==> src/rtl/ser_pkg.sv <==
// ----------------------------------------------------------------------------
// ser_pkg
// Shared types and helpers for the serializer transmit stage.
//   ser_state_t : controller states (idle, shifting data, sending parity)
//   cnt_w(n)    : width of a down-counter that must hold n-1
// ----------------------------------------------------------------------------
package ser_pkg;

    typedef enum logic [1:0] {
        S_IDLE   = 2'd0,
        S_SHIFT  = 2'd1,
        S_PARITY = 2'd2
    } ser_state_t;

    function automatic int cnt_w(input int n);
        return $clog2(n);
    endfunction

endpackage

==> src/rtl/ser_bit_counter.sv <==
// ----------------------------------------------------------------------------
// ser_bit_counter
// Loadable down-counter that counts the data bits still to be sent.
// It stops at zero and never wraps.
// Ports:
//   clk, reset   : clock (rising edge), asynchronous active-high reset
//   load_i       : load load_val_i (has priority over en_i)
//   load_val_i   : value to load
//   en_i         : decrement by one (ignored when already zero)
//   count_o      : current count
//   is_zero_o    : count_o == 0
// ----------------------------------------------------------------------------
module ser_bit_counter #(
    parameter int W = 3
) (
    input  logic         clk,
    input  logic         reset,
    input  logic         load_i,
    input  logic [W-1:0] load_val_i,
    input  logic         en_i,
    output logic [W-1:0] count_o,
    output logic         is_zero_o
);

    logic [W-1:0] count_q;

    always_ff @(posedge clk or posedge reset) begin
        if (reset) begin
            count_q <= '0;
        end else if (load_i) begin
            count_q <= load_val_i;
        end else if (en_i && (count_q != '0)) begin
            count_q <= count_q - W'(1);
        end
    end

    assign count_o   = count_q;
    assign is_zero_o = (count_q == '0);

endmodule

==> src/rtl/serializer_ctrl.sv <==
// ----------------------------------------------------------------------------
// serializer_ctrl
// Parallel-to-serial transmit stage. Accepts a NUM_BITS word over a
// valid/ready handshake, shifts it out one bit per bit_en tick and marks the
// first data bit (frame_start) and the edge retiring the last bit (frame_end).
// Optional feature macro: PARITY_EN -- when defined, an even-parity bit
// (XOR of the accepted word) follows the last data bit.
// Ports:
//   clk, reset   : clock (rising edge), asynchronous active-high reset
//   in_valid     : upstream word valid
//   in_data      : word to send, sampled only on the accept edge
//   in_ready     : word can be accepted this cycle
//   bit_en       : bit-rate tick; the current bit advances only when high
//   ser_out      : serial data, 0 when not transmitting
//   ser_valid    : ser_out carries a frame bit (data or parity)
//   frame_start  : first data bit of a frame is on ser_out
//   frame_end    : high on the cycle whose edge retires the last frame bit
//   busy         : controller is not idle
// ----------------------------------------------------------------------------
module serializer_ctrl
    import ser_pkg::*;
#(
    parameter int NUM_BITS  = 8,
    parameter int MSB_FIRST = 1
) (
    input  logic                clk,
    input  logic                reset,
    input  logic                in_valid,
    input  logic [NUM_BITS-1:0] in_data,
    output logic                in_ready,
    input  logic                bit_en,
    output logic                ser_out,
    output logic                ser_valid,
    output logic                frame_start,
    output logic                frame_end,
    output logic                busy
);

    localparam int CNT_W = cnt_w(NUM_BITS);
    localparam logic [CNT_W-1:0] FIRST_CNT = CNT_W'(NUM_BITS - 1);

    ser_state_t          state_q, state_d;
    logic [NUM_BITS-1:0] shift_q;
    logic [NUM_BITS-1:0] shift_adv;
    logic                cur_bit;
    logic [CNT_W-1:0]    count;
    logic                cnt_zero;
    logic                last_bit;
    logic                retire;
    logic                accept;
    logic                parity_bit;

    // Direction of transmission only changes which end of the shift
    // register is presented and which way it moves.
    generate
        if (MSB_FIRST != 0) begin : g_msb_first
            assign cur_bit   = shift_q[NUM_BITS-1];
            assign shift_adv = {shift_q[NUM_BITS-2:0], 1'b0};
        end else begin : g_lsb_first
            assign cur_bit   = shift_q[0];
            assign shift_adv = {1'b0, shift_q[NUM_BITS-1:1]};
        end
    endgenerate

`ifdef PARITY_EN
    logic parity_q;

    always_ff @(posedge clk or posedge reset) begin
        if (reset) begin
            parity_q <= 1'b0;
        end else if (accept) begin
            parity_q <= ^in_data;
        end
    end

    assign parity_bit = parity_q;
    assign last_bit   = (state_q == S_PARITY);
`else
    assign parity_bit = 1'b0;
    assign last_bit   = (state_q == S_SHIFT) && cnt_zero;
`endif

    // Retiring the last bit frees the stage in the same cycle, so a waiting
    // word can be taken with no idle gap. Ready is held low while in reset.
    assign retire   = last_bit && bit_en;
    assign in_ready = !reset && ((state_q == S_IDLE) || retire);
    assign accept   = in_valid && in_ready;

    ser_bit_counter #(
        .W (CNT_W)
    ) u_cnt (
        .clk        (clk),
        .reset      (reset),
        .load_i     (accept),
        .load_val_i (FIRST_CNT),
        .en_i       ((state_q == S_SHIFT) && bit_en),
        .count_o    (count),
        .is_zero_o  (cnt_zero)
    );

    always_ff @(posedge clk or posedge reset) begin
        if (reset) begin
            shift_q <= '0;
        end else if (accept) begin
            shift_q <= in_data;
        end else if ((state_q == S_SHIFT) && bit_en) begin
            shift_q <= shift_adv;
        end
    end

    // State register
    always_ff @(posedge clk or posedge reset) begin
        if (reset) begin
            state_q <= S_IDLE;
        end else begin
            state_q <= state_d;
        end
    end

    // Next-state logic
    always_comb begin
        state_d = state_q;
        case (state_q)
            S_IDLE: begin
                if (accept) state_d = S_SHIFT;
            end
            S_SHIFT: begin
                if (bit_en && cnt_zero) begin
`ifdef PARITY_EN
                    state_d = S_PARITY;
`else
                    state_d = accept ? S_SHIFT : S_IDLE;
`endif
                end
            end
            S_PARITY: begin
                if (bit_en) state_d = accept ? S_SHIFT : S_IDLE;
            end
            default: state_d = S_IDLE;
        endcase
    end

    // Output logic
    always_comb begin
        ser_valid   = 1'b0;
        ser_out     = 1'b0;
        frame_start = 1'b0;
        frame_end   = retire;
        busy        = (state_q != S_IDLE);
        case (state_q)
            S_SHIFT: begin
                ser_valid   = 1'b1;
                ser_out     = cur_bit;
                frame_start = (count == FIRST_CNT);
            end
            S_PARITY: begin
                ser_valid = 1'b1;
                ser_out   = parity_bit;
            end
            default: ;
        endcase
    end

endmodule
==> config.mk <==
export PLATFORM = sky130hd
export DESIGN_NAME = serializer_ctrl
export DESIGN_NICKNAME = d
export VERILOG_FILES = /design/src/rtl/ser_pkg.sv /design/src/rtl/ser_bit_counter.sv /design/src/rtl/serializer_ctrl.sv
export SDC_FILE = /design/constraint.sdc
export NUM_CORES = 1
export LEC_CHECK = 0
export ABC_AREA = 1
export ABC_CLOCK_PERIOD_IN_PS = 2000
export BUFFER_PORTS_ARGS = -buffer_cell sky130_fd_sc_hd__buf_2
export CORE_UTILIZATION = 50
export CTS_BUF_LIST = sky130_fd_sc_hd__clkbuf_16
export CTS_CLUSTER_SIZE = 16
export DETAILED_ROUTE_END_ITERATION = 8
export HOLD_SLACK_MARGIN = 0.03
export PLACE_DENSITY = 0.84
export SETUP_SLACK_MARGIN = 0.05
export SYNTH_ARGS = -nofsm -noshare
export SYNTH_HDL_FRONTEND = slang
export SYNTH_SLANG_ARGS = --single-unit
==> constraint.sdc <==
create_clock -name clk -period 2 [get_ports clk]
set_clock_uncertainty 0.15 [all_clocks]
set_input_delay 0.4 -clock clk [delete_from_list [all_inputs] [get_ports clk]]
set_output_delay 0.4 -clock clk [all_outputs]
set_load 0.05 [all_outputs]
==> impl_metrics.tcl <==
set metrics [dict create \
    numClockSinks 12 \
    multi_input_comb_area_um2 385 \
    slew_viol_final 0 \
    numCtsBuffers 3 \
    gr-usage-met3 0.0667 \
    end_kind "output pin" \
    wirelength_um 1690 \
    num_antenna_cells 0 \
    grtUsageTotal 0.221 \
    synth-seq-cells 12 \
    clk_pin_slew_ns 0.04 \
    worstSetupPathType "flip-flop to output pin" \
    final.period_utilization 0.946 \
    worst_slew_pin_slew_ns 0.296 \
    cp_cell_sequence "inv_1 > ha_2 > nand3_4 > a21oi_4 > buf_8" \
    clk_latency_ns 0.24 \
    drt_pass1_iterations 4 \
    cp.arrival_ns 1.34 \
    rows 13 \
    max_stage_delay_ns 0.39 \
    clockRootBuffer "clkbuf_16" \
    rsz0062_at_grt "false" \
    wire_per_inst_um 12.3 \
    vdd.ir_drop.worst_v 0.000940 \
    fin_nets 138 \
    drtIter0Drc 14 \
    syn_area_um2 739 \
    viasPerCell 5.11 \
    yosysTopAreaCellShare 0.406 \
    ys.warnings.count 0 \
    syn_inst 100 \
    place_congestion 0.748 \
    grtUsageMet1 0.263 \
    clockBufferDepth 2 \
    p_per_area_nw_per_um2 1560 \
    fin_tns_setup_ns 0 \
    synth-main-ff-cell "dfrtp_1" \
    critPathSlowestCell "dfrtp_1" \
    required_ns 1.45 \
    status "complete, no violations" \
    cts_tree "yes" \
    die_area_um2 1640 \
    initial_core_util 0.554 \
    async_flop_share 1.00 \
    relSlewSlack 0.803 \
    fin_crit_ns 1.89 \
    synth_most_common_cell "nand2_1" \
    maxCapViolations 0 \
    critPathLaunchType "flip-flop" \
    io_pins 18 \
    seqCellArea_um2 300 \
    yosysUniqueCellTypes 17 \
    gr-usage-met2 0.361 \
    top_usage_layer "met2" \
    dp_hpwl_um 1080 \
    synth.avg_cell_area_um2 7.39 \
    grt_pass1_wl_um 2250 \
    routed-via-count 700 \
    cp_max_fo 3 \
    holdWs_ns 0.202 \
    drive_above_1_share 0.303 \
    antenna_found_initial 0 \
    synth_common_cells "nand2_1, dfrtp_1, inv_1" \
    core-area_um2 1330 \
    grt_overflow 0 \
    yosysSeqAreaShare 0.406 \
    syn_nets 115 \
    first_global_vias 551 \
    cts_htree_levels 1 \
    leakage_nw 0.558 \
    ys_top_cells_by_area "dfrtp_1, nand2_1, inv_1, nand4_1, ha_1" \
    fillerInstances 109 \
    drc 0 \
    grt_start_max_net_pins 12 \
    synth_top_area_cell "dfrtp_1" \
    die_w_um 40.5 \
    hold_class "input port to asynchronous set/reset pin" \
    synth_edf_count 0 \
    fp.dieH_um 40.5 \
    hold_viol_final 0 \
    areaGrowthSynthToFinish_pct 32.0 \
    numPortBuffers 17 \
    fmax_mhz 528 \
    setup_viol 0 \
    ant_nets 0 \
]
## metal layers
metal,wire length (µm),up-vias
li1,-,358
met1,757,318
met2,829,20
met3,76,4
met4,23,0
met5,0,-
## timing repair
action,4_1_cts,5_1_grt
hold buffers,1,0
endpoints found under the setup margin,1,1
setup buffers,1,1
pin swaps,1,1
hold endpoints to repair,5,0
resized for setup,4,6
## placed cells by master (no fill, tap or decap), drive strengths merged, types with 2 or more instances in the layout
cell type,netlist,final
buf,3,20
nand4,7,7
nand3,7,7
o21ai,2,2
clkbuf,0,3
nand2,44,44
ha,3,3
dfrtp,12,12
inv,15,15
nor2,5,5
## state kept, by name, indices dropped and copies added, names as in the netlist
signal,cells
u_cnt.count_o,3
state_q,1
shift_q,8
## cells by family after synthesis
kind of cell / Yosys count / share of synthesized area
DFF: 12 / 0.406
buffers and inverters: 18 / 0.108
AOI/OAI and AO/OA: 4 / 0.0491
and+or+nand+nor: 63 / 0.386
adders and majority gates: 3 / 0.0508
## area by class of cell
class,instances,area share
Inverter,15,0.0577
Sequential cell,12,0.308
Clock buffer,3,0.0769
Multi-Input combinational cell,70,0.395
Tap cell,15,0.0192
Clock inverter,1,0.00385
Timing Repair Buffer,21,0.140
## worst paths after layout
check	slack [ns]	depth (start not counted)	to	startpoint
worst max-delay path	0.11	5	in_ready	u_cnt.count_o[1]
worst min-delay path	0.20	3	shift_q[4]	reset
worst min register to register	0.34	2	shift_q[0]	shift_q[0]
max in group asynchronous	1.09	4	u_cnt.count_o[1]	reset
worst max register to register	0.33	7	shift_q[7]	u_cnt.count_o[1]
min in group clk	0.27	3	shift_q[0]	in_data[0]
## report_power, final
part           internal, mW  leakage (nW)  switching [mW]
combinational         0.230         0.374           0.495
clock                 0.263        0.0385          0.0977
sequential            0.351         0.146          0.0897
total                 0.843         0.558           0.683
## stage by stage
step	cell area (µm²)	power [mW]	utilization	worst slack, ns	std cells
6_report	976	1.53	0.732	0.107	137
5_1_grt	976	1.62	0.732	0.0497	137
4_1_cts	941	1.48	0.705	0.0618	136
3_5_place_dp	836	1.09	0.627	0.225	130
3_3_place_gp	836	1.06	0.627	0.299	130
2_1_floorplan	748	0.959	-	0.0336	100
## critical path, delay by kind of cell (launching register included)
family | cells | cell delay, ns
flip-flops | 1 | 0.39
AO/OA/AOI/OAI | 1 | 0.16
buffers and inverters | 2 | 0.24
adder cells (fa/ha/maj) | 1 | 0.21
AND/OR/NAND/NOR | 1 | 0.10
No activity file was read; power rests on OpenSTA's default activity.
